==> src/rtl/instr_fetch.sv <==
// Instruction-fetch sequencer: owns the PC, reads synchronous memory, and hands each word to the cpu.
// Latency: FETCH to ir_load is MEM_LATENCY+2 cycles; the cpu handshake (s / w) then gates the next fetch.
// Backpressure: stalls in START until the cpu drops w, and in EXEC until it raises w again; HALT is terminal.
module instr_fetch #(
    parameter int                    data_width  = 16,
    parameter int                    addr_width  = 8,
    parameter int                    MEM_LATENCY = 1,
    parameter logic [addr_width-1:0] RESET_PC    = '0
) (
    input  logic                  clk,
    input  logic                  reset,
    input  logic                  run,
    input  logic [data_width-1:0] mem_rdata,
    input  logic                  cpu_w,
    input  logic                  branch_take,
    input  logic [addr_width-1:0] branch_target,
    output logic [addr_width-1:0] mem_addr,
    output logic                  mem_rd,
    output logic [data_width-1:0] ir_out,
    output logic                  ir_load,
    output logic                  cpu_s,
    output logic [addr_width-1:0] pc_out,
    output logic                  halted
);

    // Memory latency of 1..7 fits in a 3-bit down-counter.
    localparam logic [2:0] LAT_RELOAD = 3'(MEM_LATENCY - 1);

    typedef enum logic [2:0] {
        ST_IDLE   = 3'd0,
        ST_FETCH  = 3'd1,
        ST_MWAIT  = 3'd2,
        ST_LOAD   = 3'd3,
        ST_UPDATE = 3'd4,
        ST_START  = 3'd5,
        ST_EXEC   = 3'd6,
        ST_HALT   = 3'd7
    } state_t;

    state_t                  state_q;
    logic [addr_width-1:0]   pc_q;
    logic [data_width-1:0]   ir_q;
    logic [2:0]              lat_cnt_q;
    logic                    mem_rd_q;
    logic                    ir_load_q;
    logic                    cpu_s_q;
    logic                    halted_q;

    logic [addr_width-1:0]   pc_inc_d;
    logic                    is_halt_d;

    // Sequential PC (wraps naturally at 2^addr_width) and HALT opcode decode of the held word.
    always_comb begin
        pc_inc_d  = pc_q + 1'b1;
        is_halt_d = (ir_q[data_width-1 -: 3] == 3'b111);
    end

    // Sequencer FSM; every output is a register so strobes are glitch-free toward memory and cpu.
    always_ff @(posedge clk or posedge reset) begin
        if (reset) begin
            state_q   <= ST_IDLE;
            pc_q      <= RESET_PC;
            ir_q      <= '0;
            lat_cnt_q <= '0;
            mem_rd_q  <= 1'b0;
            ir_load_q <= 1'b0;
            cpu_s_q   <= 1'b0;
            halted_q  <= 1'b0;
        end else begin
            // Strobes are single-cycle unless a state re-asserts them below.
            mem_rd_q  <= 1'b0;
            ir_load_q <= 1'b0;
            case (state_q)
                ST_IDLE: begin
                    if (run) begin
                        state_q  <= ST_FETCH;
                        mem_rd_q <= 1'b1;
                    end
                end
                ST_FETCH: begin
                    lat_cnt_q <= LAT_RELOAD;
                    state_q   <= ST_MWAIT;
                end
                ST_MWAIT: begin
                    if (lat_cnt_q == 3'd0) begin
                        state_q <= ST_LOAD;
                    end else begin
                        lat_cnt_q <= lat_cnt_q - 3'd1;
                    end
                end
                ST_LOAD: begin
                    // The PC advances as UPDATE begins so the cpu sees PC+1 alongside ir_load.
                    ir_q      <= mem_rdata;
                    pc_q      <= pc_inc_d;
                    ir_load_q <= 1'b1;
                    state_q   <= ST_UPDATE;
                end
                ST_UPDATE: begin
                    if (is_halt_d) begin
                        halted_q <= 1'b1;
                        state_q  <= ST_HALT;
                    end else begin
                        cpu_s_q <= 1'b1;
                        state_q <= ST_START;
                    end
                end
                ST_START: begin
                    // cpu has left its wait state: it owns the instruction now.
                    if (!cpu_w) begin
                        cpu_s_q <= 1'b0;
                        state_q <= ST_EXEC;
                    end
                end
                ST_EXEC: begin
                    // cpu back in wait: commit any redirect, then fetch or park.
                    if (cpu_w) begin
                        if (branch_take) begin
                            pc_q <= branch_target;
                        end
                        if (run) begin
                            state_q  <= ST_FETCH;
                            mem_rd_q <= 1'b1;
                        end else begin
                            state_q <= ST_IDLE;
                        end
                    end
                end
                ST_HALT: begin
                    state_q <= ST_HALT;
                end
                default: begin
                    state_q <= ST_IDLE;
                end
            endcase
        end
    end

    assign mem_addr = pc_q;
    assign pc_out   = pc_q;
    assign mem_rd   = mem_rd_q;
    assign ir_out   = ir_q;
    assign ir_load  = ir_load_q;
    assign cpu_s    = cpu_s_q;
    assign halted   = halted_q;

endmodule

==> config.mk <==
export PLATFORM = sky130hd
export DESIGN_NAME = instr_fetch
export DESIGN_NICKNAME = d
export VERILOG_FILES = /design/src/rtl/instr_fetch.sv
export SDC_FILE = /design/constraint.sdc
export NUM_CORES = 1
export LEC_CHECK = 0
export ABC_AREA = 1
export CAP_MARGIN = 20
export CORE_MARGIN = 3
export CORE_UTILIZATION = 32
export DETAILED_ROUTE_END_ITERATION = 12
export PLACE_DENSITY = 0.62
export SKIP_LAST_GASP = 1
export SYNTH_ARGS = -nofsm -noshare
export SYNTH_HDL_FRONTEND = slang
export SYNTH_SLANG_ARGS = --single-unit
==> constraint.sdc <==
create_clock -name clk -period 1.9 [get_ports clk]
set_input_delay 0.38 -clock clk [delete_from_list [all_inputs] [get_ports clk]]
set_output_delay 0.38 -clock clk [all_outputs]
set_load 0.02 [all_outputs]
==> flow_summary.yaml <==
run_status:
  outcome: "finished clean"
synthesis:
  synth_ff_type: "dfrtp_1"
  syn_area_um2: 1780
  postSynth.asyncResetShare_pct: 100
  synth_seq_cells: 34
  syn_nets: 268
  post_synth.cell_area_avg_um2: 7.52
  synth-warning-count: 0
  syn_inst: 236
  synth-seq-area-share_pct: 47.9
  synth_cell_types: 23
  number_of_enable_flip_flop_cells_after_synthesis: 0
clock_tree:
  clk_pin_slew_ns: 0.07
  cts-root-buf: "clkbuf_8"
  cts_hold_buf: 0
  cts_tree: "built"
  clock_sinks: 34
  post_cts.repair.setup_buffers: 0
  cts_max_path_buffers: 2
  cts_max_level: 2
  cts_made_buffers: 5
  postCtsResizedCells: 0
  worst_skew_pair.late_latency_ns: 0.29
die:
  start_util_pct: 33.9
  die-height_um: 80.5
  num_io_pins: 65
  core.rowCount: 26
  die-area_um2: 6480
  core-area_um2: 5240
  die_w_um: 80.5
critical_path:
  worstSetupStartpointType: "register"
  critical-path-slowest-cell: "clkdlybuf4s50_1"
  cp_data_required_time_ns: 1.52
  cp_cell_sequence: "clkdlybuf4s50_1"
  critical_path.max_stage_delay_ns: 0.65
  reg2reg_from: "state_q[0]"
  worst_setup_path_end_kind: "output pin"
  worst-r2r-setup-slack_ns: 0.51
  reg2reg_to: "mem_addr[3]"
  timing.critical_path.arrival_ns: 1.42
  critical_path_class: "reg -> out"
  ff2ff_path_depth: 8
  critical_path.n_buffers_inverters: 1
  critical_path.max_fanout: 9
  logic_depth_of_the_worst_path_buffers_included: 1
  critical-path-top-delay-family: "buffers and inverters"
sta:
  final_period_util_pct: 94.5
  drv_slew: 0
  timing.fmax_mhz: 557
  rsz0062_at_grt: "false"
  fin_setup_tns_ns: 0
  tightestPinTransition_ns: 0.429
  final_hold_vio_count: 0
  timing.final.crit_period_ns: 1.80
  largest_clock_skew_in_the_final_design_ns: 0.00481
  setup_slack_of_the_critical_path_after_layout_ns: 0.104
  setup-violations-final: 0
  max_slew_margin_pct: 71.4
cells_and_area:
  layout.filler_cells: 544
  antenna_cells: 0
  finish.utilization_pct: 48.1
  area_added_between_synthesis_and_finish_pct: 41.8
  ff_latch_area_um2: 851
  layoutNonFillerInstCount: 368
  drive_above_1_share_pct: 8.39
  nNetsFinal: 329
  multi_input_comb_area_um2: 737
placed_design:
  buffer_ports.inserted: 64
  gp_congestion: 0.834
  dp_cells: 360
  hpwl_mm: 2.94
  pre_cts_slack_ns: 0.328
routing:
  wl_per_cell_um: 10.8
  route.antenna.remaining_nets: 0
  route.final.wire_length_mm: 3.96
  drt-vias-per-instance: 4.34
  drt-initial-drc-count: 60
  drc: 0
  drt_pass1_iterations: 4
  route.vias.total: 1598
power:
  peak_vdd_ir_v: 0.000693
  power_density_of_the_placed_cells_nw_per_um2: 1700
  power.static_leakage_uw: 0.00123
global_route:
  grt_max_degree: 35
  gr-usage-all-layers_pct: 13.6
  grt_pass1_wl_mm: 6.70
  grt_overflow: 0
  antenna_found_initial: 0
  vias_in_the_first_global_route: 1492
worst_hold_path:
  hold_depth: 2
  timing.hold.worst.start: "halted"
  hold_class: "reg -> reg"
  holdPathEnd: "halted"
run:
  maxCapViolations: 0
## worst max-delay path by stage
stage / start / to / slack (ns)
2_1_floorplan: mem_addr[0] / mem_addr[2] / 0.58
3_3_place_gp: cpu_w / mem_addr[3] / 0.37
3_5_place_dp: cpu_w / mem_addr[3] / 0.33
4_1_cts: mem_addr[2] / mem_addr[2] / 0.09
5_1_grt: mem_addr[2] / pc_out[2] / 0.02
6_report: mem_addr[2] / mem_addr[2] / 0.10
## sequential cells by signal, summed over array words and instances, names as in the netlist, named ones only
| signal | cells |
|---|---|
| lat_cnt_q | 3 |
| state_q | 2 |
| mem_addr | 8 |
| halted | 1 |
| ir_load | 1 |
| mem_rd | 1 |
| cpu_s | 1 |
| ir_out | 16 |
## cell usage in the layout (no fill, tap or decap)
cell	instances
a21oi_1	2
buf_4	3
clkbuf_1	1
clkbuf_8	6
clkdlybuf4s50_1	64
clkinv_2	1
clkinv_4	1
dfrtp_1	34
ha_1	3
inv_1	18
inv_2	3
nand2_1	106
nand2_2	4
nand2_4	1
nand3_1	15
nand3_2	1
nand3b_1	1
nand4_1	1
nor2_1	17
nor2_2	3
nor2_4	1
o21ai_0	5
o21ai_1	5
o22ai_1	1
or2_2	1
## final cells by class
cell class	instances	area share, %
tap	70	3.48
clock buffer	7	3.43
clock inverter	1	0.199
timing repair buffer	67	26.3
inverter	22	3.48
sequential	34	33.8
multi-input combinational	167	29.3
## Yosys cell counts (3+ instances only)
master	number	area share, %
dfrtp_1	34	48
nor2_2	3	1.1
inv_2	3	0.63
nand2_2	4	1.4
o21ai_0	5	1.4
inv_1	18	3.8
nand2_1	106	22
o21ai_1	5	1.4
nand3_1	15	4.2
buf_4	9	3.8
nor2_1	17	3.6
ha_1	3	2.1
## per-layer routing
metal / share of wire (%) / up-vias / GRT usage, %
met4: 1.7 / 0 / 5.57
met3: 11 / 5 / 6.73
met1: 43 / 699 / 16.2
met5: 0 / - / 0
met2: 44 / 52 / 20.6
li1: - / 842 / -
## logic make-up after synthesis
group	synth area share [%]
AOI/OAI and AO/OA	3.73
adders and majority gates	2.11
buffers and inverters	10.6
DFF	47.9
and+or+nand+nor	35.7
## through the flow
step	power, uW	instance area, um^2	hold WS [ns]
after CTS	4370	2520	0.473
final	4290	2520	0.467
after global placement	3760	2430	0.447
after global routing	4700	2520	0.504
after floorplan	2920	1780	0.490
after detailed placement	3790	2430	0.454
## power breakdown
part	total, uW	internal, uW	switching, uW
Clock	551	292	259
Combinational	2360	1040	1310
Sequential	1380	1060	318
Total	4290	2400	1890
(Power assumes the default switching activity.)
